--- src/rtl/fifo_wr_arbiter.sv ---
// Two-requester round-robin write arbiter in front of a FIFO. It registers the
// winning write and tracks the FIFO occupancy, counting writes still in flight.
module fifo_wr_arbiter #(
    parameter int FIFO_WIDTH = 8,
    parameter int FIFO_DEPTH = 16,
    parameter int ADDR_SIZE  = 4
) (
    input  logic                  clk,
    input  logic                  rst,
    input  logic                  req0,
    input  logic [FIFO_WIDTH-1:0] data0,
    output logic                  gnt0,
    input  logic                  req1,
    input  logic [FIFO_WIDTH-1:0] data1,
    output logic                  gnt1,
    input  logic                  re,
    input  logic                  full,
    output logic                  we,
    output logic [FIFO_WIDTH-1:0] data_in,
    output logic [ADDR_SIZE:0]    level,
    output logic                  err
);

    localparam logic [ADDR_SIZE:0] DEPTH_LVL = (ADDR_SIZE + 1)'(FIFO_DEPTH);
    localparam logic [ADDR_SIZE:0] ONE_LVL   = (ADDR_SIZE + 1)'(1);

    // last_gnt = 1 means requester 1 won most recently, so requester 0 wins next contention
    logic last_gnt;
    logic stall;
    logic grant;
    logic rd_valid;

    // A read at the full level frees space only from the next cycle; no bypass.
    assign stall    = (level == DEPTH_LVL) || full;
    assign rd_valid = re && (level != '0);

    // Gated by rst so grants drop the moment reset asserts, without a clock.
    always_comb begin
        gnt0 = rst && req0 && !stall && (!req1 || last_gnt);
        gnt1 = rst && req1 && !stall && (!req0 || !last_gnt);
    end

    assign grant = gnt0 || gnt1;

    always_ff @(posedge clk or negedge rst) begin
        if (!rst) begin
            last_gnt <= 1'b1;
            we       <= 1'b0;
            data_in  <= '0;
            level    <= '0;
            err      <= 1'b0;
        end else begin
            we <= grant;
            if (grant) begin
                data_in  <= gnt0 ? data0 : data1;
                last_gnt <= gnt1;
            end
            case ({grant, rd_valid})
                2'b10:   level <= level + ONE_LVL;
                2'b01:   level <= level - ONE_LVL;
                default: level <= level;
            endcase
            if (we && full) begin
                err <= 1'b1;
            end
        end
    end

endmodule
--- config.mk ---
export PLATFORM = sky130hd
export DESIGN_NAME = fifo_wr_arbiter
export DESIGN_NICKNAME = d
export VERILOG_FILES = /design/src/rtl/fifo_wr_arbiter.sv
export SDC_FILE = /design/constraint.sdc
export NUM_CORES = 1
export LEC_CHECK = 0
export CAP_MARGIN = 20
export CORE_MARGIN = 10
export CORE_UTILIZATION = 55
export DETAILED_ROUTE_END_ITERATION = 6
export DONT_BUFFER_PORTS = 1
export PLACE_DENSITY_LB_ADDON = 0.08
export SETUP_SLACK_MARGIN = 0.02
export SLEW_MARGIN = 20
export SYNTH_ARGS = -nofsm -noshare
export SYNTH_HDL_FRONTEND = slang
export SYNTH_SLANG_ARGS = --single-unit
--- constraint.sdc ---
create_clock -name clk -period 3 [get_ports clk]
set_input_delay 0.75 -clock clk [delete_from_list [all_inputs] [get_ports clk]]
set_output_delay 0.75 -clock clk [all_outputs]
set_load 0.02 [all_outputs]
==> results of run 1 <==
critical path: stages (launching register included):
cell,delay (ns)
sky130_fd_sc_hd__dfrtp_1,0.42
sky130_fd_sc_hd__nor4_4,0.40
sky130_fd_sc_hd__a211oi_4,0.12
sky130_fd_sc_hd__inv_2,0.06
sky130_fd_sc_hd__ha_2,0.27
sky130_fd_sc_hd__inv_1,0.09
sky130_fd_sc_hd__fa_1,0.42
sky130_fd_sc_hd__nor2b_1,0.13
sky130_fd_sc_hd__o21a_1,0.16
sky130_fd_sc_hd__mux2_1,0.33
sky130_fd_sc_hd__o311ai_1,0.27
state kept, by name, summed over array words and instances, names as in the netlist:
register  count
level         5
data_in       8
last_gnt      1
err           1
we            1
logic make-up after synthesis:
group / after synthesis
fa+ha+maj: 5
simple gates: 32
compound gates: 30
flops: 16
mux: 2
xor+xnor: 3
buf+inv: 9
per-stage QoR:
stage	util (%)	worst slack, ns	cells	hold WS [ns]
after detailed placement	60.4	0.169	117	0.455
final	62.6	0.237	121	0.146
after floorplan	-	0.0730	97	0.454
after CTS	62.6	0.201	121	0.129
after global routing	62.6	0.0662	121	0.120
after global placement	60.4	0.265	117	0.455
final timing paths:
check | cells past startpoint | startpoint | slack [ns] | endpoint
min in group clk | 1 | last_gnt$_DFFE_PN1P_ | 0.54 | last_gnt$_DFFE_PN1P_
setup / recovery | 10 | level[1]$_DFFE_PN0P_ | 0.24 | level[4]$_DFFE_PN0P_
setup reg to reg | 10 | level[1]$_DFFE_PN0P_ | 0.24 | level[4]$_DFFE_PN0P_
hold reg to reg | 1 | last_gnt$_DFFE_PN1P_ | 0.54 | last_gnt$_DFFE_PN1P_
max in group asynchronous | 0 | rst | 2.68 | last_gnt$_DFFE_PN1P_
hold / removal | 0 | rst | 0.15 | err$_DFFE_PN0P_
Yosys cell counts (2+ instances only):
cell type / instances / area share, %
sky130_fd_sc_hd__dfrtp_1: 15 / 39
sky130_fd_sc_hd__nand2_1: 12 / 4.7
sky130_fd_sc_hd__nor2_1: 12 / 4.7
sky130_fd_sc_hd__a31oi_2: 6 / 7.8
sky130_fd_sc_hd__o21ai_1: 6 / 3.1
sky130_fd_sc_hd__ha_1: 4 / 5.2
sky130_fd_sc_hd__inv_1: 4 / 1.6
sky130_fd_sc_hd__o21ai_0: 4 / 2.1
sky130_fd_sc_hd__a21o_1: 3 / 2.3
sky130_fd_sc_hd__a31oi_1: 2 / 1.3
sky130_fd_sc_hd__buf_6: 2 / 2.3
sky130_fd_sc_hd__inv_2: 2 / 0.78
sky130_fd_sc_hd__nor3_1: 2 / 1.0
sky130_fd_sc_hd__o21a_1: 2 / 1.6
sky130_fd_sc_hd__o21ai_2: 2 / 1.8
sky130_fd_sc_hd__xor2_1: 2 / 1.8
metal layers:
layer	track usage [%]	vias to the layer above
met5	0	-
met4	3.82	0
met3	7.32	2
met2	19.6	25
met1	12.7	341
li1	-	353
power by group through the flow:
| stage | clock network [µW] | registers, µW | logic, µW |
|---|---|---|---|
| floorplan | 0 | 453 | 286 |
| global placement | 0 | 404 | 449 |
| detailed placement | 0 | 408 | 459 |
| CTS | 151 | 403 | 472 |
| global route | 159 | 411 | 523 |
| finish | 142 | 400 | 464 |
cell type report:
| type | count | area (µm²) | share of cell area, % |
|---|---|---|---|
| timing repair buffer | 6 | 45.0 | 4.26 |
| clock buffer | 4 | 36.3 | 3.43 |
| multi-input combinational | 72 | 531 | 50.2 |
| tap | 17 | 21.3 | 2.01 |
| inverter | 6 | 22.5 | 2.13 |
| sequential | 16 | 402 | 38.0 |
==> flow_results.org, run 1 <==
** Run status
- The run finished with clean final reports.

** Detailed routing
- DRC violations left :: 0
- Drt first-iter violations :: 13
- The highest layer touched by signal routing is met4.
- Final routed wirelength across all metal layers :: 2200 µm
- The detailed router put a total of 801 µm of wire on met1.
- Summing over every cut layer, the via total after detailed routing is roughly 700.
- WL met3 :: 293 µm
- Number of nets with antenna violations after routing :: 0
- After detailed routing, the average wire length per cell comes to 18.2 µm.
- Detailed-route vias per instance :: 5.96
- Detailed routing placed a total of 1090 µm of wire on met2.
- Length of the first detailed-routing pass in iterations :: 4

** STA
- The final number of max-transition violations is 0.
- On the final layout, the worst clock skew is 0.00182 ns.
- Setup repair after global routing missed its margin :: no
- Derived from the worst setup path, the maximum achievable clock frequency is 362 MHz.
- For the pin with the worst max-slew slack, the measured transition is approximately 0.42 ns.
- Setup violations remaining at the end of the flow were counted as 0.
- In the finished design, the share of the clock period the worst path needs comes to between 90 and 100%.
- Summed over all failing endpoints, the final setup total negative slack is 0 ns.
- Headroom to the max-slew limit came out at slightly above 70%.
- Final Hold Vio Count :: 0
- The routed design could run at a clock period as short as roughly 2.8 ns.

** Final layout
- Compared with the post-synthesis result, the final layout area differs by 9.31%.
- Post-route cell area :: 0.00106 mm²
- Fill cell instance count of the final layout :: 161
- In the layout the commonest cells are sky130_fd_sc_hd__dfrtp_1 (15), sky130_fd_sc_hd__nand2_1 (12), sky130_fd_sc_hd__nor2_1 (12).
- The library cell used most frequently in the layout, excluding fill and tap cells, is sky130_fd_sc_hd__dfrtp_1.
- Nets@finish :: roughly 130
- Number of inserted diodes :: 0
- Ratio of cells with drive above 1 in the final layout :: 24.0%

** Synthesis
- The mapped netlist covers 967 µm².
- Counting every instance in the synthesized netlist gives 97.
- Number of flops mapped to enable cells by yosys :: 0
- Ys async rst share :: 100%
- Of the post-synthesis cell area, the part taken by muxes is roughly 2.2%.
- Simple-Gate Fraction of Synth Area :: 16.0%
- Leading register cell type out of synthesis :: sky130_fd_sc_hd__dfrtp_1
- In this run the mean area of a mapped cell was 9.97 µm².
- Net count after synthesis :: 124
- The synthesized netlist devotes around 2.7% of its cell area to XOR and XNOR gates.
- Synth unique cells :: 33
- For this run, the register share of the synthesized area comes to 41.5%.
- Adder-cell share of the synthesized area :: 7.24%
- Synth warn :: 0
- By area, the combinational part of the netlist is dominated by compound AO/OA/AOI/OAI gates.
- Synthesis inferred 16 register bits.
- Summing the areas of all compound-gate instances in the mapped netlist gives 25.1% of the synthesized area.

** CTS
- In this run, post-CTS repair resized a total of 0 instances.
- CTS placed an instance of sky130_fd_sc_hd__clkbuf_4 at the clock tree root.
- After clock tree synthesis, the clock-pin slew on the worst setup and hold paths is 0.09 ns.
- Maximum root-to-sink buffer count :: 2
- Latest clock arrival within the worst-skew pair :: 0.28 ns
- Number of setup buffers added after CTS :: 0
- Hold repair after CTS inserted 0 buffers.
- CTS tree :: yes
- Cts bufs inserted :: 3
- Total clock sinks :: 16
- CTS built an H-tree with a depth of 1.

** Critical path
- STA puts the critical path data arrival time at 2.95 ns.
- The critical path is of the reg2reg type.
- STA classifies the critical path startpoint as a flip-flop.
- Critical-path maximum fanout :: 8
- CP required :: approximately 3.2 ns
- STA classifies the critical path endpoint as a flip-flop.

** Flow run
- Max-cap violations in this run came to 0.

** Worst hold path
- Hold Path Class :: in2async

** Die
- Standard cell core area :: ~0.0017 mm²
- The initial utilization of the core area, before any placement, comes to 57.3%.
- From bottom edge to top edge, the die measures 61.9 µm.
- The die is 61.9 µm wide.
- In this run the core area contains 15 standard-cell rows.
- Die Outline Area :: 0.00384 mm²
- IO Count :: 39

** Global routing
- First-pass GRT wire length :: 3420 µm
- The number of antenna violations at the first check in global routing is 0.
- Summed over all layers, the global routing overflow is 0.
- Pin count of the biggest net entering global routing :: 18
- GRT Resource Usage Total :: 12.1%
- The number of global-route vias before repair was 751.

** Power
- Net Sw Frac :: 43.4%
- Per report_power, the clock group accounts for 14.1% of the total.
- LEAKAGE :: 0.000433 µW
- Total power for the finished layout comes to 1010 µW.
- For this design the ratio of total power to cell area is 952 mW/mm².
- Registers are responsible for roughly two fifths of the overall power.
- Maximum VDD drop :: 0.652 mV
- Combinational logic is responsible for 46.1% of the overall power.
- In this run the power spent charging and discharging nets is 437 µW.
- Cell internal power was estimated by the tool at approximately 570 µW.

** Place
- GP Congestion :: a little under 0.8
- Detailed placement ended at an HPWL of ~1800 µm.
- During placement, the flow inserted port buffers numbering 0.
- After detailed placement, the total cell area comes to 0.00102 mm².
Note: power is estimated with default switching activity, not from simulation.
==> run 2, diff against run 1 <==
Settings changed: HOLD_SLACK_MARGIN set to 0.15.
==> run 2 against run 1 <==
  * Wire length grew 2.0%
  * Flip-flop and latch count unchanged
  * Clock-buffer cell count stayed put
  * Worst setup slack better by 0.0017 ns
  * Die area did not move
  * Cell count increased by 0.83%
  * Sequential power barely moved
  * Maximum frequency hardly changed
  * Critical path depth did not move
  * Combinational power grew 1%
  * Non-clock buffer count is 1 higher
  * Largest cell class unchanged
  * Largest power group unchanged
  * Highest routed layer unchanged
==> flow_results.org, run 2 (same netlist as run 1, synthesis figures left out) <==
** Final layout
- The antenna diode instance count is 0 (unchanged).
- The fraction of final layout cells sized beyond drive strength 1 came to 23.8% (was 24.0%).
- The register with the highest flop count is data_in (unchanged).
- Leading cell type in the layout, fill and taps excluded :: sky130_fd_sc_hd__dfrtp_1 (unchanged)
- The layout overhead on the synthesized area came to 10.3% (was 9.31%).
- Most frequent cells in the layout :: sky130_fd_sc_hd__dfrtp_1 (15), sky130_fd_sc_hd__nand2_1 (12), sky130_fd_sc_hd__nor2_1 (12) (unchanged)
- The flip-flop count of the largest register, all copies and words added is 8 (unchanged).
- The count of non-filler cells in the finished layout came to 122 (was 121).
- Final core utilization :: 63.2% (was 62.6%)
- Nets@finish :: 133 (was 132)
- Largest registers: data_in (8), level (5) (unchanged).

** Critical path
- Worst path cell trace: nor4_4 > a211oi_4 > inv_2 > ha_2 > inv_1 > fa_1 > nor2b_1 > o21a_1 > mux2_1 > o311ai_1 (unchanged).
- Critical Path Max Stage Delay :: 0.42 ns (about the same)
- The slowest cell on the critical path was sky130_fd_sc_hd__dfrtp_1 (unchanged).
- Critical-path maximum fanout :: 8 (unchanged)
- Kind of start point of the critical path :: flip-flop (unchanged)
- Worst Setup Path Type :: reg2reg (unchanged)
- CP required :: 3.19 ns (about the same)
- R2r worst-path depth :: 10 (unchanged)
- The arrival time at the worst endpoint came to 2.95 ns (about the same).
- The type of destination of the critical path was a flip-flop (unchanged).

** CTS
- The number of gates given a new drive strength after cts is 0 (unchanged).
- Total clock sinks :: 16 (unchanged)
- Maximum root-to-sink buffer count :: 2 (unchanged)
- CTS tree :: yes (unchanged)
- The clock input transition at the sequential cells of the worst setup and hold paths is 0.09 ns (about the same).
- The maximum level of the CTS H-tree is 1 (unchanged).
- Clock Root Buffer :: sky130_fd_sc_hd__clkbuf_4 (unchanged)
- Latest clock arrival within the worst-skew pair :: 0.28 ns (about the same)
- Cts bufs inserted :: 3 (unchanged)

** STA
- The fmax is 362 MHz (about the same).
- The number of setup violations in the final report is 0 (unchanged).
- The final critical-path required period was 2.76 ns (about the same).
- The final worst-path cycle share is 92.0% (was 92.1%).
- The sum of negative setup slack came to 0 ns (unchanged).
- The final number of max-transition violations came to 0 (unchanged).
- The clock skew after layout was 0.000753 ns (was 0.00182 ns).
- The actual transition at the worst max-transition pin was 0.700 ns (was 0.420 ns).
- Setup repair after global routing missed its margin :: no (unchanged)
- The final worst-path setup slack is 0.239 ns (was 0.237 ns).
- The headroom to the max-slew limit came to 53.2% (was 72.0%).
- The total count of hold-check failures in the final report is 0 (unchanged).

** Run status
- Status: complete, no violations (unchanged).

** Power
- The leakage power summed over all cells is 0.000437 µW (was 0.000433 µW).
- The maximum ir drop on the vdd rail is 0.652 mV (about the same).
- Total power consumption of the routed design :: 1010 µW (about the same)
- Power per cell area :: 949 mW/mm² (was 952 mW/mm²)

** Die
- The width of the die is 61.9 µm (unchanged).
- The I/O pin count was 39 (unchanged).
- The die extent in y is 61.9 µm (unchanged).
- Starting density of the core :: 57.3% (unchanged)
- Die Outline Area :: 0.00384 mm² (unchanged)
- The number of placement rows is 15 (unchanged).
- The placeable core area is 0.00169 mm² (unchanged).

** Global routing
- The total congestion overflow after global routing is 0 (unchanged).
- The number of global-route vias before repair was 754 (was 751).
- GRT Resource Usage Total :: 12.3% (was 12.1%)
- The number of antenna violations at the first check in global routing came to 0 (unchanged).
- The pin count of the biggest net entering global routing was 18 (unchanged).
- First-pass GRT wire length :: 3470 µm (was 3420 µm)

** Detailed routing
- Number of nets with antenna violations after routing :: 0 (unchanged)
- DRC violations left :: 0 (unchanged)
- The iteration-0 DRC count of the detailed router was 15 (was 13).
- The post-detailed-routing wire length was 2250 µm (was 2200 µm).
- Avg WL per Cell :: 18.4 µm (was 18.2 µm)
- The number of detailed-routing iterations run before antenna repair is 4 (unchanged).
- The vias after detailed routing is 730 (was 721).
- Detailed-route vias per instance :: 5.98 (was 5.96)

** Place
- Number of placed instances with taps included :: 117 (unchanged)
- The routability congestion estimate came to 0.790 (unchanged).
- Count of buffers from port buffering :: 0 (unchanged)
- Half-perimeter wire length after detailed placement :: 1770 µm (unchanged)
- The worst slack at placement is 0.169 ns (unchanged).

** Worst hold path
- Hold Path Class :: in2async (unchanged)

** Flow run
- The max-capacitance violation count was 0 (unchanged).
## run 2: final timing paths
check                                     start                    to  slack (ns)
hold reg to reg            last_gnt$_DFFE_PN1P_  last_gnt$_DFFE_PN1P_        0.54
setup / recovery           level[1]$_DFFE_PN0P_  level[4]$_DFFE_PN0P_        0.24
setup reg to reg           level[1]$_DFFE_PN0P_  level[4]$_DFFE_PN0P_        0.24
hold / removal                              rst  last_gnt$_DFFE_PN1P_        0.29
max in group asynchronous                   rst  level[3]$_DFFE_PN0P_        1.62
min in group clk           last_gnt$_DFFE_PN1P_  last_gnt$_DFFE_PN1P_        0.54
## run 2: layout make-up
type / count / area (µm²)
Sequential cell: 16 / 402
Multi-Input combinational cell: 72 / 531
Clock buffer: 4 / 36.3
Tap cell: 17 / 21.3
Timing Repair Buffer: 7 / 55.1
Fill cell: 160 / 622
Inverter: 6 / 22.5
## run 2: timing repair
item | CTS | global route
setup buffers | 0 | 0
hold buffers | 1 | 0
endpoints found under the hold margin | 15 | 0
## run 2: layer usage
layer	wire, µm	vias to the layer above	share of wire [%]	track usage (%)
li1	-	354	-	-
met1	821	347	37	12.9
met2	1110	27	49	20.2
met3	297	2	13	7.32
met4	18	0	0.80	3.82
met5	0	-	0	0
## run 2: report_power, final
part / switching [µW] / internal [µW]
clock network: 68.7 / 73.9
logic: 265 / 205
registers: 109 / 292
total: 442 / 571
## run 2: per-stage QoR
step	area [µm²]	hold slack (ns)
floorplan	982	0.454
global placement	1020	0.455
detailed placement	1020	0.455
CTS	1070	0.285
global route	1070	0.268
finish	1070	0.294
## run 2: worst max-delay path: cells and delay by family, from the launching register on
kind                     cells  cell delay, ns
AO/OA/AOI/OAI                3            0.55
buffers and inverters        2            0.15
AND/OR/NAND/NOR              2            0.53
multiplexers                 1            0.33
adder cells (fa/ha/maj)      2            0.69
flip-flops                   1            0.42
